### src/rtl/div_pkg.sv
// Shared definitions for the sequential divider: operand widths, the
// iteration-counter width and the controller state encoding.
package div_pkg;

   localparam int unsigned DW_N  = 16;  // dividend / quotient width
   localparam int unsigned DW_D  = 8;   // divisor / remainder width
   localparam int unsigned CNT_W = 5;   // iteration counter width

   typedef enum logic [1:0] {
      IDLE = 2'd0,
      RUN  = 2'd1,
      DONE = 2'd2
   } state_e;

endpackage

### src/rtl/div_step.sv
// One restoring-division iteration, purely combinational.
//   pr_in   : current partial remainder (low DW_D bits)
//   bit_in  : next dividend bit, MSB first
//   divisor : latched divisor
//   pr_next : partial remainder after this step (DW_D+1 bits)
//   q_bit   : quotient bit produced by this step
module div_step
   import div_pkg::*;
#(
   parameter int unsigned W = DW_D
) (
   input  logic [W-1:0] pr_in,
   input  logic         bit_in,
   input  logic [W-1:0] divisor,
   output logic [W:0]   pr_next,
   output logic         q_bit
);

   logic [W:0] trial;

   always_comb begin
      trial = {pr_in, bit_in};
      if (trial >= {1'b0, divisor}) begin
         pr_next = trial - {1'b0, divisor};
         q_bit   = 1'b1;
      end else begin
         pr_next = trial;
         q_bit   = 1'b0;
      end
   end

endmodule

### src/rtl/seq_divider.sv
// Sequential unsigned restoring divider, DW_N / DW_D, one quotient bit per
// clock, start/done handshake.
//   clk, rst     : clock, synchronous active-high reset
//   start        : request, accepted only in IDLE
//   dividend     : sampled on the accepted start
//   divisor      : sampled on the accepted start
//   busy         : high in RUN and DONE
//   done         : one-cycle pulse, results valid
//   quotient     : registered result
//   remainder    : registered result
//   div_by_zero  : registered flag, set when the divisor was 0
// Working registers (pr/qsr/dsr) are separate from the result registers so
// the outputs never expose intermediate shift state.
module seq_divider
   import div_pkg::*;
#(
   parameter int unsigned DW_N = div_pkg::DW_N,
   parameter int unsigned DW_D = div_pkg::DW_D
) (
   input  logic            clk,
   input  logic            rst,
   input  logic            start,
   input  logic [DW_N-1:0] dividend,
   input  logic [DW_D-1:0] divisor,
   output logic            busy,
   output logic            done,
   output logic [DW_N-1:0] quotient,
   output logic [DW_D-1:0] remainder,
   output logic            div_by_zero
);

   localparam logic [CNT_W-1:0] LAST_CNT = CNT_W'(DW_N - 1);

   state_e           state_q, state_d;
   logic [CNT_W-1:0] cnt_q, cnt_d;
   logic [DW_D:0]    pr_q, pr_d;
   logic [DW_N-1:0]  qsr_q, qsr_d;
   logic [DW_D-1:0]  dsr_q, dsr_d;
   logic [DW_N-1:0]  quot_q, quot_d;
   logic [DW_D-1:0]  rem_q, rem_d;
   logic             dbz_q, dbz_d;
   logic             busy_q, busy_d;
   logic             done_q, done_d;

   logic [DW_D:0]    step_pr;
   logic             step_q;

   div_step #(.W(DW_D)) u_step (
      .pr_in   (pr_q[DW_D-1:0]),
      .bit_in  (qsr_q[DW_N-1]),
      .divisor (dsr_q),
      .pr_next (step_pr),
      .q_bit   (step_q)
   );

   // PR's top bit is always 0 once stored: a set MSB forces the subtract,
   // leaving a result below the divisor. It exists only so the compare
   // cannot overflow, and is never fed back.
   logic unused_pr_msb;
   assign unused_pr_msb = pr_q[DW_D];

   always_comb begin
      state_d = state_q;
      cnt_d   = cnt_q;
      pr_d    = pr_q;
      qsr_d   = qsr_q;
      dsr_d   = dsr_q;
      quot_d  = quot_q;
      rem_d   = rem_q;
      dbz_d   = dbz_q;
      busy_d  = busy_q;
      done_d  = 1'b0;
      unique case (state_q)
         IDLE: begin
            if (start) begin
               busy_d = 1'b1;
               if (divisor == '0) begin
                  quot_d  = '1;
                  rem_d   = '0;
                  dbz_d   = 1'b1;
                  done_d  = 1'b1;
                  state_d = DONE;
               end else begin
                  qsr_d   = dividend;
                  dsr_d   = divisor;
                  pr_d    = '0;
                  cnt_d   = '0;
                  dbz_d   = 1'b0;
                  state_d = RUN;
               end
            end
         end
         RUN: begin
            pr_d  = step_pr;
            qsr_d = {qsr_q[DW_N-2:0], step_q};
            cnt_d = cnt_q + CNT_W'(1);
            if (cnt_q == LAST_CNT) begin
               // Results are committed on the last step so they are already
               // valid during the DONE cycle.
               quot_d  = {qsr_q[DW_N-2:0], step_q};
               rem_d   = step_pr[DW_D-1:0];
               done_d  = 1'b1;
               state_d = DONE;
            end
         end
         DONE: begin
            busy_d  = 1'b0;
            state_d = IDLE;
         end
         default: begin
            busy_d  = 1'b0;
            state_d = IDLE;
         end
      endcase
   end

   always_ff @(posedge clk) begin
      if (rst) begin
         state_q <= IDLE;
         cnt_q   <= '0;
         pr_q    <= '0;
         qsr_q   <= '0;
         dsr_q   <= '0;
         quot_q  <= '0;
         rem_q   <= '0;
         dbz_q   <= 1'b0;
         busy_q  <= 1'b0;
         done_q  <= 1'b0;
      end else begin
         state_q <= state_d;
         cnt_q   <= cnt_d;
         pr_q    <= pr_d;
         qsr_q   <= qsr_d;
         dsr_q   <= dsr_d;
         quot_q  <= quot_d;
         rem_q   <= rem_d;
         dbz_q   <= dbz_d;
         busy_q  <= busy_d;
         done_q  <= done_d;
      end
   end

   assign busy        = busy_q;
   assign done        = done_q;
   assign quotient    = quot_q;
   assign remainder   = rem_q;
   assign div_by_zero = dbz_q;

endmodule
### config.mk
export PLATFORM = sky130hd
export DESIGN_NAME = seq_divider
export DESIGN_NICKNAME = d
export VERILOG_FILES = /design/src/rtl/div_pkg.sv /design/src/rtl/div_step.sv /design/src/rtl/seq_divider.sv
export SDC_FILE = /design/constraint.sdc
export NUM_CORES = 1
export LEC_CHECK = 0
export BUFFER_PORTS_ARGS = -buffer_cell sky130_fd_sc_hd__clkbuf_2
export CAP_MARGIN = 20
export CELL_PAD_IN_SITES_DETAIL_PLACEMENT = 2
export CELL_PAD_IN_SITES_GLOBAL_PLACEMENT = 2
export CORE_ASPECT_RATIO = 1.25
export CORE_MARGIN = 2
export CORE_UTILIZATION = 36
export DETAILED_ROUTE_END_ITERATION = 12
export GPL_TIMING_DRIVEN = 1
export PLACE_DENSITY_LB_ADDON = 0.1
export SLEW_MARGIN = 40
export SYNTH_ARGS = -nofsm -noshare
export SYNTH_HDL_FRONTEND = slang
export SYNTH_SLANG_ARGS = --single-unit
### constraint.sdc
create_clock -name clk -period 2.88 [get_ports clk]
set_input_delay 0 -clock clk [delete_from_list [all_inputs] [get_ports clk]]
set_output_delay 0 -clock clk [all_outputs]
set_load 0.03 [all_outputs]
==> Word level (Yosys, flattened, before mapping) <==
Cells that the tools add are included.
{ "word_totals": {"ff_bits": 66, "word_cells": 59} }
{ "op_classes": {"add_sub_neg": 2, "order_cmp": 1, "n_eq_ne": 6, "n_mux": 29, "bitwise": 2, "reduce_logical": 9} }
{ "op_table": {"columns": ["operator", "n"], "rows": [
  ["2-to-1 mux 16 bit", 5],
  ["case mux 16 bit (2 select lines)", 2],
  ["2-to-1 mux 8 bit", 6],
  ["case mux 8 bit (2 select lines)", 2],
  ["2-to-1 mux 5 bit", 2],
  ["case mux 5 bit (2 select lines)", 1],
  [">= comparator 9 x 8 -> 1 bit", 1],
  ["zero test 8 bit", 1],
  ["inequality test 2 bit, second input constant", 4],
  ["subtractor 8 bit", 1],
  ["2-to-1 mux 2 bit", 3],
  ["AND reduction 2 bit", 3],
  ["AND reduction 3 bit", 2],
  ["adder 5 x 1 -> 5 bit, second input constant", 1],
  ["== test 5 x 4 -> 1 bit, second input constant", 1],
  ["2-to-1 mux 1 bit", 5],
  ["case mux 1 bit (2 select lines)", 2],
  ["case mux 2 bit (2 select lines)", 1],
  ["AND reduction 4 bit", 1],
  ["== test 2 x 1 -> 1 bit, second input constant", 1],
  ["zero test 2 bit", 1],
  ["inverter 1 bit", 2],
  ["nonzero test 2 bit", 1]
]} }

==> Longest topological paths before layout <==
{ "logic_depth": {"ltp_word": 4, "mapped_depth": 9} }

==> Cells and area by module <==
A second synthesis with hierarchy kept.
{ "hier_totals": {"hier_cells": 336, "area_unflattened_um2": 3121.7} }
{ "by_module_without_submodules": {"columns": ["mod", "n_inst", "cells_each", "area_per_inst_um2", "seq_area_each_um2"], "rows": [
  ["seq_divider", 1, 260, 2575.0, 1321.3],
  ["div_step", 1, 76, 546.8, 0.0]
]} }

==> Least setup slack after synthesis <==
Ideal clock, no wire load.
{ "synth_path": {"kind": "register -> register", "start": "register pr_q[2]", "end": "register pr_q[2]", "setup_ps": 117, "arrival_ps": 1798, "required_time_ps": 2763, "slack_ps": 964, "path_stages_with_launch": 7, "n_path_buf": 0, "synth_period_minus_slack_ps": 1916, "path_cell_list": "dfxtp_1 -> ha_1 -> a21o_1 -> a21oi_2 -> a21oi_2 -> or3_1 -> a32o_1"} }
{ "synth_via": {"elab_chain_cells": 3} }
{ "synth_rtl": {"columns": ["item", "line_no", "text"], "rows": [
  ["from (decl)", "seq_divider.sv:36", "logic [DW_D:0] pr_q, pr_d;"],
  ["from (signal assigned)", "seq_divider.sv:132", "pr_q <= pr_d;"],
  [">= comparator 9 x 8 -> 1 bit", "div_step.sv:23", "if (trial >= {1'b0, divisor}) begin"],
  ["2-to-1 mux 8 bit", "div_step.sv:23", null],
  ["case mux 8 bit (2 select lines)", "seq_divider.sv:73", "unique case (state_q)"]
]} }
Every way passes these cells.
A chain may end at the register's enable or synchronous reset.

==> Final worst setup path <==
{ "layout_path": {"start": "register dsr_q[3]", "end": "register rem_q[1], in the netlist remainder[1]"} }
{ "layout_via": {"elab_chain_cells": 4} }
{ "layout_rtl": {"columns": ["item", "line_no", "text"], "rows": [
  ["from (decl)", "seq_divider.sv:38", "logic [DW_D-1:0] dsr_q, dsr_d;"],
  ["from (signal assigned)", "seq_divider.sv:134", "dsr_q <= dsr_d;"],
  [">= comparator 9 x 8 -> 1 bit", "div_step.sv:23", null],
  ["2-to-1 mux 8 bit", "div_step.sv:23", null],
  ["2-to-1 mux 8 bit", "seq_divider.sv:97", "if (cnt_q == LAST_CNT) begin"],
  ["case mux 8 bit (2 select lines)", "seq_divider.sv:73", null],
  ["to (signal assigned)", "seq_divider.sv:136", "rem_q <= rem_d;"],
  ["to (decl)", "seq_divider.sv:40", "logic [DW_D-1:0] rem_q, rem_d;"]
]} }
Every way passes these cells. The select of a mux whose other input is x is not followed.

==> impl_metrics.tcl <==
set metrics [dict create \
    status "complete, no violations" \
    port_buffers 53 \
    grt_max_degree 36 \
    dieArea_um2 10040 \
    area_delta_synth_final_pct 25.14 \
    setup_viol 0 \
    path_class "flop to flop" \
    die_w_um 90.02 \
    worst_slew_pin_slew_ns 0.7597 \
    hold_slack_ns 0.02047 \
    layout_min_cycle_time_ns 2.235 \
    hp-class "input pin to flop" \
    path_cells "inv_1 -> ha_1 -> nand3_1 -> o21bai_4 -> a21oi_2 -> o21ai_0 -> a32o_1" \
    core_um2 9076 \
    synth-seq-cells 66 \
    timing.final.crit_share_pct 77.61 \
    drt_iter0_drc 107 \
    clk_pin_slew_ns 0.06 \
    fin_nets 495 \
    synth_flop_cell "dfxtp_1" \
    yosysTopAreaCell "dfxtp_1" \
    grt_setup_unrepaired "false" \
    synth_top_cell_area_share_pct 39.68 \
    synth_seq_area_share_pct 39.68 \
    synthTopCellsByArea "dfxtp_1 (40%), nor2_1 (8.6%), a311oi_2 (6.8%)" \
    cp_top_family "compound AO/OA/AOI/OAI gates" \
    vdd_ir_drop_max_uv 327.2 \
    endpoint_kind "flop" \
    drive_gt1_share_pct 22.94 \
    htree_levels 3 \
    grt_pass1_wl_mm 17.93 \
    vias 3127 \
    crit_arrival_ns 2.46 \
    dp_hpwl_mm 7.623 \
    final_cells 585 \
    syn_area_per_cell_um2 8.559 \
    dpl_cell_area_um2 3652 \
    yosysWarnings 0 \
    cts_tree "built" \
    cts.path.max_buffers 2 \
    slew_headroom_pct 49.17 \
    ant_nets 0 \
    wl_per_cell_um 18.88 \
    rows 39 \
    critPathLaunchType "flop" \
    cts_made_buffers 9 \
    drc 0 \
    cts-root-buf "clkbuf_16" \
    routed_via_density 5.345 \
    io_pins 54 \
    synth_cell_type_count 49 \
    drv_cap 0 \
    worst-path-buf-inv 1 \
    grt_pass1_vias 3427 \
    antenna_found_initial 0 \
    rrSetupSlack_ns 0.64 \
    tns_ns 0 \
    syn_inst 389 \
    clkSinkCount 66 \
    worstPathMaxFanout 10 \
    async_flop_share_pct 0 \
    max_stage_delay_ns 0.39 \
    utilization_pct 45.91 \
    syn_nets 427 \
    power.density_nw_per_um2 746.9 \
    final_cell_area_um2 4167 \
    clock_latency_ns 0.34 \
    wl_mm 11.05 \
    initial_core_util_pct 36.68 \
    grtUsageTotal_pct 22.80 \
    drv_slew 0 \
    num-fill-cells 1055 \
    leakage_uw 0.001706 \
    syn_area_um2 3329 \
    synth_edf_count 0 \
    hold_violations 0 \
    skew_ns 0.005606 \
    antennaDiodeCount 0 \
    drtPass1Iterations 4 \
    grt_overflow_total 0 \
    cp.required_ns 3.11 \
    crit_slowest_cell "a21oi_2" \
    placed_cells_incl_taps 547 \
    die_h_um 111.5 \
    max_freq_ghz 0.4474 \
    gp_congestion 0.8261 \
]
[routing by layer]
metal / GRT usage (%) / up-vias / routed length (µm)
met5: 0 / - / 0
met4: 10.77 / 0 / 315
met3: 2.842 / 18 / 185
met2: 44.56 / 42 / 6250
met1: 23.85 / 1549 / 4293
li1: - / 1518 / -
[where the power goes]
part / total, µW / switching, µW / internal (µW)
Sequential: 1030 / 59.5 / 974
Clock: 1100 / 428 / 668
Combinational: 982 / 654 / 328
[cell families (layout without fill, tap and decap cells)]
kind of cell    after synthesis  after routing  synth area share [%]
simple gates                174            174                 24.35
xor+xnor                      4              4                 1.052
mux                           1              1                0.3007
buf+inv                      38            111                 6.013
fa+ha+maj                    11             11                 4.359
flops                        66             66                 39.68
compound gates               95             95                 24.24
[state kept, by name (all words and copies together), names as in the netlist]
register	flops
done	1
state_q	2
pr_q	8
quotient	16
remainder	8
qsr_q	16
dsr_q	8
cnt_q	5
div_by_zero	1
busy	1
[Yosys cell counts, types with 2 or more instances]
cell type	n
clkbuf_1	12
o2111ai_1	2
a21oi_1	18
inv_1	13
a21oi_2	4
o21ai_0	8
buf_6	3
nand3_1	11
nand4_1	7
nor4_4	2
buf_2	6
nor2b_1	3
a32o_1	7
nand2_1	53
nor2_1	76
nand2b_1	4
a21o_1	4
or3_1	3
dfxtp_1	66
a22oi_1	3
and3_1	2
nor3b_1	3
o31ai_1	4
a211oi_1	16
xor2_1	4
a311oi_2	15
o211ai_1	5
buf_4	3
a31oi_1	3
ha_1	10
[metrics by stage]
| step | total power (µW) | setup slack [ns] |
|---|---|---|
| 2_1_floorplan | 1739 | 0.9644 |
| 3_3_place_gp | 1962 | 0.7837 |
| 3_5_place_dp | 1992 | 0.7345 |
| 4_1_cts | 3135 | 0.6605 |
| 5_1_grt | 3299 | 0.4657 |
| 6_report | 3112 | 0.6449 |
[layout make-up]
| cell class | count | area (µm²) | area share [%] |
|---|---|---|---|
| Clock inverter | 7 | 68.82 | 1.652 |
| Sequential cell | 66 | 1321 | 31.71 |
| Inverter | 13 | 48.80 | 1.171 |
| Clock buffer | 9 | 225.2 | 5.405 |
| Multi-Input combinational cell | 285 | 1810 | 43.45 |
| Tap cell | 123 | 153.9 | 3.694 |
| Timing Repair Buffer | 82 | 538.0 | 12.91 |
[worst reg2reg max path: stages (launching register included)]
cell and delay (ns):
dfxtp_1 0.32, inv_1 0.09, ha_1 0.38, nand3_1 0.13, o21bai_4 0.22, a21oi_2 0.39
o21ai_0 0.28, a32o_1 0.31
[path summary, 6_finish.rpt]
path,depth (start not counted),start,endpoint
max reg2reg,7,dsr_q[3]$_SDFFE_PP0P_,remainder[1]$_SDFFE_PP0P_
min reg2reg,2,remainder[6]$_SDFFE_PP0P_,remainder[6]$_SDFFE_PP0P_
max,7,dsr_q[3]$_SDFFE_PP0P_,remainder[1]$_SDFFE_PP0P_
min,3,divisor[1],dsr_q[1]$_SDFFE_PP0P_
[repair_timing]
item | in CTS | in global routing
resized for setup | 0 | 0
endpoints found under the hold margin | 22 | 0
hold buffers | 22 | 0
buffers inserted | 0 | 0
setup endpoints to repair | 0 | 0
[placed cells by master (no fill, tap or decap), drive strengths merged, types with 2 or more instances in the layout]
master and instances:
a211oi 16, a21o 4, a21oi 22, a22oi 3
a311oi 16, a31oi 3, a32o 7, and3 2
buf 7, clkbuf 62, clkinv 3, clkinvlp 2
dfxtp 66, dlygate4sd3 22, ha 10, inv 14
nand2 53, nand2b 4, nand3 12, nand4 7
nor2 77, nor2b 3, nor3 2, nor3b 4
nor4 2, o2111ai 2, o211ai 5, o21ai 8
o31ai 4, or3 4, xor2 4
No activity file was read; power rests on OpenSTA's default activity.
